`src/rtl/mem_port_arbiter.sv`:
```
// mem_port_arbiter: round-robin, burst-bounded sharing of the single memory port between CPU (port 0) and loader/DMA (port 1)
module mem_port_arbiter #(
    parameter int ADDR_W    = 32,
    parameter int DATA_W    = 32,
    parameter int MAX_BURST = 8
) (
    input  logic              clk,
    input  logic              reset,
    input  logic              req0,
    input  logic              req1,
    input  logic              we0,
    input  logic              we1,
    input  logic              last0,
    input  logic              last1,
    input  logic [ADDR_W-1:0] addr0,
    input  logic [ADDR_W-1:0] addr1,
    input  logic [DATA_W-1:0] wdata0,
    input  logic [DATA_W-1:0] wdata1,
    output logic              gnt0,
    output logic              gnt1,
    output logic              rvalid0,
    output logic              rvalid1,
    output logic [DATA_W-1:0] rdata,
    output logic [ADDR_W-1:0] mem_A,
    output logic [DATA_W-1:0] mem_WD,
    output logic              mem_WE,
    input  logic [DATA_W-1:0] mem_RD
);
    localparam int CW = $clog2(MAX_BURST);

    typedef enum logic [1:0] {IDLE, OWN0, OWN1} state_t;

    state_t          state, nxt;
    logic            last_owner;
    logic [CW-1:0]   beat_cnt;
    logic            beat_max, rel0, rel1;

    assign gnt0     = (state == OWN0) & req0;
    assign gnt1     = (state == OWN1) & req1;
    assign mem_A    = (state == OWN1) ? addr1 : addr0;
    assign mem_WD   = (state == OWN1) ? wdata1 : wdata0;
    assign mem_WE   = (gnt0 & we0) | (gnt1 & we1);
    assign rdata    = mem_RD;
    assign beat_max = beat_cnt == CW'(MAX_BURST - 1);

    // The tenure limit only bites when the other port is waiting; otherwise the count just wraps.
    always_comb begin
        rel0 = ~req0 | (gnt0 & (last0 | (beat_max & req1)));
        rel1 = ~req1 | (gnt1 & (last1 | (beat_max & req0)));
        nxt  = state;
        nxt  = (state == OWN0) ? (rel0 ? (req1 ? OWN1 : IDLE) : OWN0) :
               (state == OWN1) ? (rel1 ? (req0 ? OWN0 : IDLE) : OWN1) :
               (req0 & req1)   ? (last_owner ? OWN0 : OWN1) :
               req0 ? OWN0 : req1 ? OWN1 : IDLE;
    end

    always_ff @(posedge clk or posedge reset) begin
        if (reset) begin
            state      <= IDLE;
            last_owner <= 1'b1;
            beat_cnt   <= '0;
            rvalid0    <= 1'b0;
            rvalid1    <= 1'b0;
        end else begin
            state   <= nxt;
            rvalid0 <= gnt0 & ~we0;
            rvalid1 <= gnt1 & ~we1;
            if (nxt != state && nxt != IDLE) begin
                last_owner <= nxt == OWN1;
                beat_cnt   <= '0;
            end else if (gnt0 | gnt1) begin
                beat_cnt <= beat_cnt + 1'b1;
            end
        end
    end
endmodule

```
`config.mk`:
```
export PLATFORM = sky130hd
export DESIGN_NAME = mem_port_arbiter
export DESIGN_NICKNAME = d
export VERILOG_FILES = /design/src/rtl/mem_port_arbiter.sv
export SDC_FILE = /design/constraint.sdc
export NUM_CORES = 1
export LEC_CHECK = 0
export ABC_AREA = 0
export CORE_AREA = 3 3 103 105
export CTS_BUF_LIST = sky130_fd_sc_hd__clkbuf_16
export DETAILED_ROUTE_END_ITERATION = 8
export DIE_AREA = 0 0 106 108
export PLACE_DENSITY = 0.77
export SLEW_MARGIN = 15
export SYNTH_ARGS = -nofsm -noshare
export SYNTH_HDL_FRONTEND = slang
export SYNTH_SLANG_ARGS = --single-unit
```
`constraint.sdc`:
```
create_clock -name clk -period 1.7 [get_ports clk]
set_input_delay 0.34 -clock clk [delete_from_list [all_inputs] [get_ports clk]]
set_output_delay 0.34 -clock clk [all_outputs]
set_load 0.005 [all_outputs]
```
==> impl_metrics.tcl, run 1 <==
set metrics [dict create \
    grt_pass1_vias 2259 \
    initialDrtViolationCount 42 \
    syn_area_um2 1550 \
    synth.avg_cell_area_um2 9.90 \
    ys_types 30 \
    wl_per_cell_um 16.4 \
    cp.required_ps 1360 \
    grt_overflow 0 \
    synth-xor-area-share_pct 0 \
    synth_adder_area_share_pct 1.61 \
    grt_use_total_pct 13.2 \
    post_dp_cell_area_um2 3580 \
    p_seq_share_pct 6.9 \
    p_leak_nw 1.79 \
    synth_top_area_share_pct 46.4 \
    syn_to_final_growth_pct 159 \
    cp.arrival_ps 1690 \
    die_x_um 106 \
    outcome "finished with violations" \
    worstMarginPinSlew_ps 351 \
    synth_seq_cells 8 \
    synthSimpleGateAreaFrac_pct 7.65 \
    period_share_pct 119 \
    clock_path_buffers 2 \
    report.final.slew_viol_count 0 \
    finalSetupViolCount 66 \
    dieHeight_um 108 \
    fin_util_pct 41.4 \
    yosysSeqAreaShare_pct 13.0 \
    synthTopCellsByArea "mux2_2 (46%), buf_4 (15%), dfrtp_1 (11%)" \
    rsz0062_at_grt "yes" \
    worst_setup_path_start_kind "register" \
    path_class "reg -> out" \
    portBuffers 204 \
    async_flop_share_pct 100 \
    fmax_ghz 0.493 \
    hold_viol 0 \
    finClkSkew_ps 4.74 \
    firstDrtPassIters 5 \
    ir_worst_vdd_v 0.000588 \
    end_kind "primary output" \
    nFillCells 943 \
    start_util_pct 16.0 \
    dpl_worst_slack_ps -316 \
    diodes 0 \
    drc 0 \
    timing.slew.headroom_pct 76.6 \
    internal_power_mw 2.94 \
    grt_pass1_wl_um 12100 \
    num_rows 36 \
    synthCells 157 \
    p_sw_mw 1.33 \
    wirelength_um 8380 \
    dp_hpwl_um 5970 \
    antenna_found_initial 0 \
    synth_edf_count 0 \
    p_comb_share_pct 83.3 \
    power_density_nw_per_um2 1060 \
    setup_slack_ps -329 \
    layoutNonFillerInstCount 510 \
    clk_latency_ps 240 \
    netSwitchingFraction_pct 31.2 \
    synth_compound_area_share_pct 9.50 \
    synth_top_family_by_area "multiplexers" \
    numCtsBuffers 3 \
    power_frac_clock_pct 9.8 \
    total_power_mw 4.27 \
    numClockSinks 8 \
    synth_common_cells "mux2_2 (64), buf_4 (32), dfrtp_1 (7)" \
    synth_flop_cell "dfrtp_1" \
    io_pins 269 \
    vias 2078 \
    placed_cells 467 \
    clockRootBuffer "clkbuf_16" \
    clkTransAtPathRegs_ps 40 \
    synth.area.mux_share_pct 46.4 \
    tns_ps -11640 \
    yosysTopAreaCell "mux2_2" \
    drive_above_1_share_pct 52.8 \
    period_minus_slack_ps 2030 \
    yosys_warnings 0 \
    core_area_um2 9730 \
    place.gp.congestion 0.738 \
    hold_ws_ps 375 \
    dieArea_um2 11400 \
    syn_nets 327 \
    maxCapViolCount 0 \
    post-synth-top-count-cell "mux2_2" \
    final_antenna_net_count 0 \
    cts_hold_buffers 0 \
    htreeDepth 1 \
    critPathMaxFanout 7 \
    failed_checks "negative setup slack" \
    layout.nets 548 \
    grt_max_degree 10 \
    cts_tree "yes" \
    final_cell_area_um2 4030 \
    viasPerCell 4.07 \
    hold_class "in -> async" \
]
==> registers in the layout, indices dropped and copies added, names as in the netlist <==
name / cells
rvalid1: 1
beat_cnt: 3
rvalid0: 1
last_owner: 1
state: 2
==> power groups by stage <==
stage	clock network, mW	registers, mW	logic (mW)
global route	0.427	0.299	3.78
finish	0.420	0.293	3.55
detailed placement	0	0.296	2.64
global placement	0	0.290	2.60
CTS	0.423	0.292	3.43
floorplan	0	0.276	1.31
==> routing by layer <==
metal	share of wire, %	wire, um	track usage (%)
met4	1.9	155	5.18
met3	8.9	746	3.88
met5	0	0	0
met1	32	2670	12.6
met2	57	4810	26.2
==> final cells by class <==
type	count	area, um^2	share of cell area [%]
Clock buffer	3	75.1	1.87
Clock inverter	1	3.75	0.0933
Inverter	5	18.8	0.466
Multi-Input combinational cell	102	1090	27.0
Sequential cell	8	201	5.00
Tap cell	133	166	4.13
Timing Repair Buffer	258	2470	61.4
==> repair_timing <==
item | 4_1_cts | 5_1_grt
resized for setup | 276 | 59
gates cloned | 4 | 0
setup endpoints to repair | 68 | 72
pin swaps | 0 | 2
buffers inserted | 30 | 14
endpoints found under the hold margin | 0 | 0
==> cell families after synthesis <==
kind of cell / after synthesis
multiplexers: 64
buffers and inverters: 47
AO/OA/AOI/OAI: 18
AND/OR/NAND/NOR: 18
flip-flops: 8
adder cells (fa/ha/maj): 2
==> critical path: stages (launching register included) <==
cell,delay (ps)
dfrtp_1,370
nand2b_4,160
buf_12,140
buf_16,130
buf_12,130
buf_6,110
mux2_4,290
buf_6,120
==> layout by cell type, fill, tap and decap left out, types with 2 or more instances in the layout <==
cell	synthesis	layout
buf_12	0	7
buf_2	5	25
buf_4	32	33
buf_6	5	40
buf_8	0	3
clkbuf_16	0	3
clkbuf_2	0	11
clkdlybuf4s50_1	0	138
dfrtp_1	7	7
ha_2	0	2
inv_1	5	4
inv_2	0	2
mux2_2	64	49
mux2_4	0	15
nand2b_1	2	2
nand3_1	2	2
nand3b_1	4	4
nor2_1	3	3
nor3_1	2	2
o21ai_0	5	4
==> final timing paths <==
kind,slack [ps],depth (start not counted),startpoint,endpoint
min reg2reg,570,2,beat_cnt[2],beat_cnt[2]
min,370,2,reset,rvalid1
min in group clk,570,2,beat_cnt[2],beat_cnt[2]
max,-330,7,state[0],mem_A[22]
max in group asynchronous,1020,2,reset,last_owner
max reg2reg,40,5,beat_cnt[0],beat_cnt[0]
Note: power is estimated with default switching activity, not from simulation.
==> run 2, diff against run 1 <==
CTS_CLUSTER_SIZE = 25   (was not set)
==> results of run 2 <==
No change in the layout: final DEF, timing and power equal those of run 1.
